### src/rtl/clock_adjust_ctrl_pkg.sv
// ============================================================================
//  Module      : clock_adjust_ctrl_pkg
//  Description : Shared types and constants for the alarm-clock time/adjust
//                controller (FSM encoding, field codes, field widths).
//  Revision    : 1.0  initial release
// ============================================================================
`default_nettype none

package clock_adjust_ctrl_pkg;

    typedef enum logic [0:0] {
        RUN    = 1'b0,
        ADJUST = 1'b1
    } state_t;

    localparam logic [1:0] FLD_CMIN = 2'd0;
    localparam logic [1:0] FLD_CHR  = 2'd1;
    localparam logic [1:0] FLD_AMIN = 2'd2;
    localparam logic [1:0] FLD_AHR  = 2'd3;

    localparam int HR_W = 5;
    localparam int MS_W = 6;

    // Value that follows v in a 0..max wrapping sequence.
    function automatic int unsigned next_wrap(input int unsigned v, input int unsigned max);
        return (v >= max) ? 0 : v + 1;
    endfunction

endpackage

`default_nettype wire

### src/rtl/clock_adjust_ctrl_wrap.sv
// ============================================================================
//  Module      : wrap_counter
//  Description : Up/down counter wrapping over 0..MAX with clear and an
//                increment-wrap carry.
//  Revision    : 1.0  initial release
// ============================================================================
`default_nettype none

module wrap_counter #(
    parameter int WIDTH   = 6,
    parameter int MAX     = 59,
    parameter int RST_VAL = 0
) (
    input  logic             clk,
    input  logic             rst,
    input  logic             inc,
    input  logic             dec,
    input  logic             clr,
    output logic [WIDTH-1:0] value,
    output logic             carry
);

    localparam logic [WIDTH-1:0] C_MAX = WIDTH'(MAX);
    localparam logic [WIDTH-1:0] C_RST = WIDTH'(RST_VAL);
    localparam logic [WIDTH-1:0] C_ONE = WIDTH'(1);

    // Simultaneous inc and dec cancel out.
    always_ff @(posedge clk or posedge rst) begin
        if (rst) begin
            value <= C_RST;
        end else if (clr) begin
            value <= '0;
        end else if (inc && !dec) begin
            value <= (value == C_MAX) ? '0 : value + C_ONE;
        end else if (dec && !inc) begin
            value <= (value == '0) ? C_MAX : value - C_ONE;
        end
    end

    assign carry = inc && !dec && !clr && (value == C_MAX);

endmodule

`default_nettype wire

### src/rtl/clock_adjust_ctrl.sv
// ============================================================================
//  Module      : clock_adjust_ctrl
//  Description : Alarm-clock timekeeping, RUN/ADJUST setting FSM and alarm
//                ring control. Optional macro CLK_ADJ_BLINK_EN enables blink.
//  Revision    : 1.0  initial release
// ============================================================================
`default_nettype none

module clock_adjust_ctrl
    import clock_adjust_ctrl_pkg::*;
#(
    parameter int HOUR_MAX    = 23,
    parameter int MIN_MAX     = 59,
    parameter int ALARM_RST_H = 7,
    parameter int ALARM_RST_M = 0
) (
    input  logic            clk,
    input  logic            rst,
    input  logic            tick_1hz,
    input  logic            btn_mode,
    input  logic            btn_left,
    input  logic            btn_right,
    input  logic            btn_up,
    input  logic            btn_down,
    input  logic            alarm_en,
    output logic [HR_W-1:0] hours,
    output logic [MS_W-1:0] minutes,
    output logic [MS_W-1:0] seconds,
    output logic [HR_W-1:0] alarm_hours,
    output logic [MS_W-1:0] alarm_minutes,
    output logic            adj_mode,
    output logic [1:0]      sel_field,
    output logic            blink,
    output logic            alarm_ring
);

    state_t          r_state;
    state_t          w_state_nxt;
    logic [1:0]      r_sel;
    logic            r_ring;
    logic            w_run, w_adj, w_edit, w_tick, w_exit, w_any_btn;
    logic            w_sec_c, w_min_c, w_hr_c, w_amin_c, w_ahr_c;
    logic            w_unused_carry;
    logic            w_ring_set;
    logic [MS_W-1:0] w_nxt_min;
    logic [HR_W-1:0] w_nxt_hr;

    assign w_run     = (r_state == RUN);
    assign w_adj     = (r_state == ADJUST);
    assign w_edit    = w_adj && !btn_mode;
    assign w_tick    = w_run && tick_1hz && !btn_mode;
    assign w_exit    = w_adj && btn_mode;
    assign w_any_btn = btn_mode | btn_left | btn_right | btn_up | btn_down;

    always_comb begin
        w_state_nxt = r_state;
        if (btn_mode) begin
            w_state_nxt = (r_state == RUN) ? ADJUST : RUN;
        end
    end

    always_ff @(posedge clk or posedge rst) begin
        if (rst) begin
            r_state <= RUN;
        end else begin
            r_state <= w_state_nxt;
        end
    end

    always_ff @(posedge clk or posedge rst) begin
        if (rst) begin
            r_sel <= FLD_CMIN;
        end else if (w_edit && btn_right && !btn_left) begin
            r_sel <= r_sel + 2'd1;
        end else if (w_edit && btn_left && !btn_right) begin
            r_sel <= r_sel - 2'd1;
        end
    end

    wrap_counter #(.WIDTH(MS_W), .MAX(MIN_MAX), .RST_VAL(0)) u_sec (
        .clk(clk), .rst(rst), .inc(w_tick), .dec(1'b0), .clr(w_exit),
        .value(seconds), .carry(w_sec_c)
    );

    wrap_counter #(.WIDTH(MS_W), .MAX(MIN_MAX), .RST_VAL(0)) u_cmin (
        .clk(clk), .rst(rst),
        .inc(w_sec_c || (w_edit && btn_up && r_sel == FLD_CMIN)),
        .dec(w_edit && btn_down && r_sel == FLD_CMIN), .clr(1'b0),
        .value(minutes), .carry(w_min_c)
    );

    // Minute carry only counts during timekeeping; manual edits never ripple.
    wrap_counter #(.WIDTH(HR_W), .MAX(HOUR_MAX), .RST_VAL(0)) u_chr (
        .clk(clk), .rst(rst),
        .inc((w_run && w_min_c) || (w_edit && btn_up && r_sel == FLD_CHR)),
        .dec(w_edit && btn_down && r_sel == FLD_CHR), .clr(1'b0),
        .value(hours), .carry(w_hr_c)
    );

    wrap_counter #(.WIDTH(MS_W), .MAX(MIN_MAX), .RST_VAL(ALARM_RST_M)) u_amin (
        .clk(clk), .rst(rst),
        .inc(w_edit && btn_up && r_sel == FLD_AMIN),
        .dec(w_edit && btn_down && r_sel == FLD_AMIN), .clr(1'b0),
        .value(alarm_minutes), .carry(w_amin_c)
    );

    wrap_counter #(.WIDTH(HR_W), .MAX(HOUR_MAX), .RST_VAL(ALARM_RST_H)) u_ahr (
        .clk(clk), .rst(rst),
        .inc(w_edit && btn_up && r_sel == FLD_AHR),
        .dec(w_edit && btn_down && r_sel == FLD_AHR), .clr(1'b0),
        .value(alarm_hours), .carry(w_ahr_c)
    );

    assign w_unused_carry = w_hr_c ^ w_amin_c ^ w_ahr_c;

    // hh:mm as it will read after this tick's seconds rollover.
    assign w_nxt_min  = MS_W'(next_wrap(32'(minutes), MIN_MAX));
    assign w_nxt_hr   = (minutes == MS_W'(MIN_MAX)) ? HR_W'(next_wrap(32'(hours), HOUR_MAX)) : hours;
    assign w_ring_set = w_sec_c && alarm_en &&
                        (w_nxt_hr == alarm_hours) && (w_nxt_min == alarm_minutes);

    always_ff @(posedge clk or posedge rst) begin
        if (rst) begin
            r_ring <= 1'b0;
        end else if (w_any_btn || !alarm_en) begin
            r_ring <= 1'b0;
        end else if (w_ring_set) begin
            r_ring <= 1'b1;
        end
    end

`ifdef CLK_ADJ_BLINK_EN
    logic r_blink;

    always_ff @(posedge clk or posedge rst) begin
        if (rst) begin
            r_blink <= 1'b1;
        end else if (w_state_nxt == RUN || (w_edit && (btn_up || btn_down))) begin
            r_blink <= 1'b1;
        end else if (w_adj && tick_1hz) begin
            r_blink <= ~r_blink;
        end
    end

    assign blink = r_blink;
`else
    assign blink = 1'b1;
`endif

    assign adj_mode   = w_adj;
    assign sel_field  = r_sel;
    assign alarm_ring = r_ring;

endmodule

`default_nettype wire

### config.mk
export PLATFORM = sky130hd
export DESIGN_NAME = clock_adjust_ctrl
export DESIGN_NICKNAME = d
export VERILOG_FILES = /design/src/rtl/clock_adjust_ctrl_pkg.sv /design/src/rtl/clock_adjust_ctrl_wrap.sv /design/src/rtl/clock_adjust_ctrl.sv
export SDC_FILE = /design/constraint.sdc
export NUM_CORES = 1
export LEC_CHECK = 0
export BUFFER_PORTS_ARGS = -buffer_cell sky130_fd_sc_hd__buf_2
export CAP_MARGIN = 20
export CORE_MARGIN = 3
export CORE_UTILIZATION = 43
export CTS_BUF_LIST = sky130_fd_sc_hd__clkbuf_4 sky130_fd_sc_hd__clkbuf_8
export CTS_CLUSTER_SIZE = 20
export DETAILED_ROUTE_END_ITERATION = 6
export MAX_ROUTING_LAYER = met4
export PLACE_DENSITY = 0.74
export SETUP_SLACK_MARGIN = 0.2
export SLEW_MARGIN = 20
export SYNTH_ARGS = -nofsm -noshare
export SYNTH_HDL_FRONTEND = slang
export SYNTH_SLANG_ARGS = --single-unit
### constraint.sdc
create_clock -name clk -period 3.9 [get_ports clk]
set_input_delay 0.39 -clock clk [delete_from_list [all_inputs] [get_ports clk]]
set_output_delay 0.39 -clock clk [all_outputs]
set_load 0.05 [all_outputs]
# Yosys cells after proc, flatten, opt, wreduce, memory -nomap -nowiden
# Index checks and enable logic that the tools add are counted.
# totals
out_inout_bits	33
wordCells	126
regBits	32
n_memories	0
input_bits	9
ramBits	0
romBits	0
latchBits	0
# classes
n_bitwise	5
n_lt_le_gt_ge	2
eq_ne	10
n_addsub	13
n_mux	27
shift	0
multipliers	0
div	0
n_reduce_logical	61
# ops
operator	n
two-way mux 6 bit	12
two-way mux 5 bit	10
logical AND 1 bit	33
adder 6 x 1 -> 6 bit, second input constant	4
equality test 6 bit, second input constant	3
adder 5 x 1 -> 5 bit, second input constant	3
nonzero test 2 bit	7
logical NOT 1 bit	13
logical NOT 6 bit	2
subtractor 6 x 1 -> 6 bit, second input constant	2
equality test 5 bit, second input constant	2
logical NOT 5 bit	2
subtractor 5 x 1 -> 5 bit, second input constant	2
equality test 6 bit	1
greater-or-equal comparator 6 bit, second input constant	1
equality test 5 bit	1
greater-or-equal comparator 5 bit, second input constant	1
equality test 2 bit, second input constant	2
two-way mux 2 bit	2
OR 1 bit	4
logical OR 1 bit	3
two-way mux 1 bit	3
adder 2 x 1 -> 2 bit, second input constant	1
equality test 2 x 1 -> 1 bit, second input constant	1
other kinds (3)	3

# Depth between registers and ports, before layout
# depth
depth_word	14
ltp_mapped	17
mapped_depth_nobuf	14

# By module
# From an unflattened synthesis, not the netlist that was laid out.
# unflattened
cells_unflattened	424
hier_area_um2	3549.7
# modules_own_cells
module	seq_area_each_um2	n_inst	area_each_um2	cells_each
wrap_counter at u_amin ...	150.1	3	590.6	67
clock_adjust_ctrl	100.1	1	903.4	125
wrap_counter at u_ahr	128.9	1	439.2	49
wrap_counter at u_chr	125.1	1	435.4	49

# Worst setup path after synthesis
# OpenSTA, ideal clock, no wires.
# synth_timing
path_kind	register to register
startpoint	register u_sec.value[0]
endpoint	register u_chr.value[0]
path_stages_with_launch	18
n_path_buf	3
path_slack_ns	0.565
arrival_ns	3.199
setup_ns	0.135
synth_period_minus_slack_ns	3.335
required_ns	3.765
cell_sequence	dfrtp_1 -> ha_1 -> nand4_1 -> nor3b_1 -> a31o_2 -> ha_1 -> clkbuf_1 -> buf_1 -> nand2_1 -> o21ai_0 -> ha_1 -> clkbuf_1 -> nand2b_1 -> nor3_1 -> nor2_1 -> o22ai_1 -> nor2_1 -> a21oi_1
# synth_via
elab_chain_cells	10
word_cells_on_any_way	12
cone_classes	eq/ne (1); mux (1); reduce/logical (10)
# synth_lines
element	line	text
from (decl)	clock_adjust_ctrl_wrap.sv:19	output logic [WIDTH-1:0] value,
from (signal assigned)	clock_adjust_ctrl_wrap.sv:34	value <= (value == C_MAX) ? '0 : value + C_ONE;
from (signal assigned)	clock_adjust_ctrl_wrap.sv:36	value <= (value == '0) ? C_MAX : value - C_ONE;
equality test 6 bit *	clock_adjust_ctrl_wrap.sv:40	assign carry = inc && !dec && !clr && (value == C_MAX);
logical AND 1 bit *	clock_adjust_ctrl_wrap.sv:40	
logical OR 1 bit *	clock_adjust_ctrl.sv:87	.inc(w_sec_c || (w_edit && btn_up && r_sel == FLD_CMIN)),
logical AND 1 bit * (2 in series)	clock_adjust_ctrl_wrap.sv:40	
logical AND 1 bit *	clock_adjust_ctrl.sv:95	.inc((w_run && w_min_c) || (w_edit && btn_up && r_sel == FLD_CHR)),
logical OR 1 bit *	clock_adjust_ctrl.sv:95	
logical NOT 1 bit	clock_adjust_ctrl_wrap.sv:35	end else if (dec && !inc) begin
logical AND 1 bit	clock_adjust_ctrl_wrap.sv:35	
nonzero test 2 bit (no line)	-	
to (signal assigned)	clock_adjust_ctrl_wrap.sv:34	
to (signal assigned)	clock_adjust_ctrl_wrap.sv:36	
to (decl)	clock_adjust_ctrl_wrap.sv:19	
# Mark *: on every way between the ends. The rest lies on a longest branch, timed or not.
# A chain may end at the register's enable or synchronous reset.

# Final worst setup path
# layout_timing
startpoint	register u_sec.value[1]
endpoint	register u_chr.value[0]
# Same word-level chain as after synthesis.

==> tab_implementation.tex <==
\begin{tabular}{lr}
\hline
Metric & Value \\
\hline
\multicolumn{2}{l}{\textbf{Die}} \\
\quad Initial standard-cell utilization of the core & 45.4\% \\
\quad Floorplan die area & 7840 um2 \\
\quad Area of the core region & 6460 um2 \\
\quad X dimension of the die & 88.5 um \\
\quad Number of cell rows & 29 \\
\quad Chip height & 88.5 um \\
\quad I/O pins & 42 \\
\multicolumn{2}{l}{\textbf{Synthesis}} \\
\quad Post-Syn Nets & 407 \\
\quad Number of flops mapped to enable cells by yosys & 0 \\
\quad Mean cell area of the mapped netlist & 7.73 um2 \\
\quad Share of the yosys chip area belonging to registers & 27.5\% \\
\quad Most used flip-flop cell after synthesis & dfrtp\_1 \\
\quad Number of different library cells in the post-synthesis netlist & 65 \\
\quad Number of cells produced by synthesis & 379 \\
\quad Total number of yosys warnings & 0 \\
\quad Post-synthesis async set-or-reset flop share & 100\% \\
\quad Number of storage elements in the synthesis netlist & 32 \\
\quad Total standard cell area after synthesis & 2930 um2 \\
\multicolumn{2}{l}{\textbf{Place}} \\
\quad Placed cell area & 3090 um2 \\
\quad Number of buffers inserted by port buffering & 40 \\
\quad Post-DP HPWL & 5090 um \\
\quad Placement-stage worst setup slack & 0.711 ns \\
\quad RD Place Congestion & 0.869 \\
\multicolumn{2}{l}{\textbf{Route}} \\
\quad Post-route DRC violation count & 0 \\
\quad DRT antenna net count & 0 \\
\quad Average detailed-routed wire length per instance & 15.1 um \\
\quad Total wire length & 7120 um \\
\quad DR pass1 iterations & 5 \\
\quad Drt initial violations & 200 \\
\quad Total number of vias & 2,903 \\
\quad Detail-routed via count per cell & 6.16 \\
\multicolumn{2}{l}{\textbf{Cells and area}} \\
\quad Fraction of final layout cells sized beyond drive strength 1 & 16.8\% \\
\quad Finished layout cell area & 3170 um2 \\
\quad Area occupied by multi-input gates & 1920 um2 \\
\quad Antenna fix cells & 0 \\
\quad Area growth, synth to finish & 8.37\% \\
\quad Register area & 805 um2 \\
\quad Final core area utilization & 49.1\% \\
\quad Filler cell count & 604 \\
\quad Net count reported at finish & 421 \\
\multicolumn{2}{l}{\textbf{STA}} \\
\quad Final critical path time including I/O delays and setup & 3.24 ns \\
\quad Count of endpoints failing hold in the final timing report & 0 \\
\quad Number of slew-limit violations in the final report & 0 \\
\quad FMAX & 309 MHz \\
\quad Relative slew slack & 41.9\% \\
\quad Transition time at the pin with the least slew margin & 0.870 ns \\
\quad Worst path setup slack after routing & 0.660 ns \\
\quad Setup TNS & 0 ns \\
\quad Unrepaired setup endpoints after global routing & no \\
\quad Count of final setup violators & 0 \\
\quad Post-route fraction of the period consumed by the critical path & 83.1\% \\
\quad Worst-case clock skew & 0.0165 ns \\
\multicolumn{2}{l}{\textbf{Global routing}} \\
\quad Wire length of the first global-routing pass & 12,100 um \\
\quad GRT Util Overall & 19.7\% \\
\quad Via count of the first global-routing pass & 2,540 \\
\quad Final global-route overflow total & 0 \\
\quad Pin count of the biggest net entering global routing & 23 \\
\quad Antenna violations before repair & 0 \\
\multicolumn{2}{l}{\textbf{Clock tree}} \\
\quad CTS hold repair buffers & 0 \\
\quad Setup repair bufs after CTS & 0 \\
\quad TritonCTS clock tree & built \\
\quad Clock-pin slew of the registers on the worst-case setup and hold paths & 0.08 ns \\
\quad Cell chosen for the clock root & clkbuf\_8 \\
\quad Count of instances resized after the clock tree is built & 0 \\
\quad Clock insertion delay at the later pin of the skew report & 0.30 ns \\
\quad Number of H-tree levels & 2 \\
\quad Clock sink total & 32 \\
\quad Inserted Clock Buffers & 5 \\
\quad Clock tree buffer depth & 2 \\
\multicolumn{2}{l}{\textbf{Flow run}} \\
\quad Max-capacitance violation count & 0 \\
\multicolumn{2}{l}{\textbf{Critical path}} \\
\quad Data arrival time at the worst-slack endpoint & 3.42 ns \\
\quad Crit path max fanout & 17 \\
\quad WP data required & 4.08 ns \\
\quad Type of the worst setup path & reg -> reg \\
\quad Startpoint kind of the worst setup timing path & flop \\
\quad Worst Setup End Kind & flop \\
\multicolumn{2}{l}{\textbf{Power}} \\
\quad Static Leak & 0.00135 uW \\
\quad IR Drop Worst-Case VDD & 410 uV \\
\quad Pwr per Cell Area & 852 nW/um2 \\
\multicolumn{2}{l}{\textbf{Worst hold path}} \\
\quad Tightest Hold Check Type & in -> async \\
\multicolumn{2}{l}{\textbf{Run status}} \\
\quad Result of the run & finished, final reports clean \\
\hline
\end{tabular}
[layout make-up]
type                       instances  share of cell area [%]
tap                               77                    3.04
clock inverter                     3                   0.591
timing repair buffer              41                    6.54
clock buffer                       5                    2.17
sequential                        32                    25.3
multi-input combinational        298                    60.5
inverter                          15                    1.77
[flip-flops by register name, summed over array words and instances (netlist names)]
name,count
u_amin.value,6
u_cmin.value,6
u_sec.value,6
u_ahr.value,5
u_chr.value,5
sel_field,2
adj_mode,1
alarm_ring,1
[where the power goes]
group | leakage, uW | total [uW] | switching, uW | internal [uW]
registers | 0.000392 | 852 | 384 | 468
logic | 0.000913 | 1590 | 1040 | 550
clock network | 0.0000479 | 265 | 141 | 124
[placed cells by master (no fill, tap or decap), types with 3 or more instances in the layout]
master / instances
a211oi_1: 6
a21oi_1: 24
a221oi_1: 4
a31oi_1: 5
and3_1: 7
buf_2: 40
clkbuf_8: 5
dfrtp_1: 29
dfstp_2: 3
ha_1: 19
inv_1: 15
nand2_1: 28
nand2b_1: 8
nand3_1: 24
nand4_1: 5
nor2_1: 34
nor2b_1: 6
nor3_1: 10
nor4_1: 4
o21ai_0: 35
o22a_1: 3
o22ai_1: 4
o31ai_1: 7
o32a_1: 3
or3_1: 3
xnor2_1: 5
xor2_1: 10
[final timing paths]
path	cells past startpoint	start	slack, ns	end
setup / recovery	14	u_sec.value[1]	0.66	u_chr.value[0]
hold / removal	2	rst	0.26	u_sec.value[1]
setup reg to reg	14	u_sec.value[1]	0.66	u_chr.value[0]
hold reg to reg	2	alarm_ring	0.51	alarm_ring
max in group asynchronous	3	rst	2.93	u_cmin.value[1]
min in group clk	2	btn_mode	0.36	adj_mode
[metrics by stage]
| step | hold WS [ns] | cells | power, uW |
|---|---|---|---|
| 2_1_floorplan | 0.477 | 379 | 2110 |
| 3_3_place_gp | 0.491 | 463 | 2400 |
| 3_5_place_dp | 0.498 | 463 | 2430 |
| 4_1_cts | 0.294 | 471 | 2710 |
| 5_1_grt | 0.330 | 471 | 2940 |
| 6_report | 0.261 | 471 | 2700 |
[kinds of logic after synthesis]
family          Yosys count  share of synthesized area (%)
mux                       3                           1.07
fa+ha+maj                19                           8.12
simple gates            142                           25.1
other cells               1                          0.128
flops                    32                           27.5
compound gates          118                           26.7
xor+xnor                 15                           4.49
buf+inv                  49                           6.92
[routing by layer]
| layer | track usage, % | vias up | wire, um |
|---|---|---|---|
| met4 | 4.40 | 0 | 66 |
| met3 | 3.91 | 9 | 424 |
| li1 | - | 1400 | - |
| met2 | 29.7 | 107 | 3300 |
| met1 | 27.2 | 1387 | 3330 |
| met5 | - | - | 0 |
[worst max-delay path, cell delays in order (launching register included)]
cell and delay, ns:
dfrtp_1 0.40, ha_1 0.26, nand4_1 0.15, nor3b_1 0.34, a31o_2 0.17, ha_1 0.50, nand2_1 0.09, o21ai_0 0.22
ha_1 0.37, nand2b_1 0.18, nor3_1 0.08, nor2_1 0.12, o22ai_1 0.08, nor2_1 0.10, a21oi_1 0.05
[cells in the mapped netlist (2+ instances only)]
library cell	n	area share, %
o22ai_1	4	0.85
a2bb2oi_1	2	0.60
a221oi_1	4	1.2
nand2_1	28	3.6
o31ai_1	7	1.8
a21oi_1	24	4.1
o21ai_0	35	6.0
o32a_1	3	1.0
buf_4	3	0.77
a211oi_1	6	1.5
dfrtp_1	29	25
nor2_1	34	4.4
nor2b_1	6	1.3
dfstp_2	3	2.7
or2_2	2	0.43
and3_1	7	1.5
buf_2	5	0.85
nor3_1	10	1.7
nand2b_1	8	1.7
a41oi_1	2	0.60
o31a_1	2	0.60
nand3b_1	2	0.51
a32oi_1	2	0.60
xnor2_1	5	1.5
nand3_1	24	4.1
buf_1	2	0.26
o211ai_1	2	0.51
a31oi_1	5	1.1
inv_1	15	1.9
clkbuf_1	23	2.9
nand4_1	5	1.1
ha_1	19	8.1
mux2i_1	2	0.68
nor4_1	4	0.85
xor2_1	10	3.0
o22a_1	3	0.90
or3_1	3	0.64
nor3b_1	2	0.51
Power figures use the tool's default switching activity.
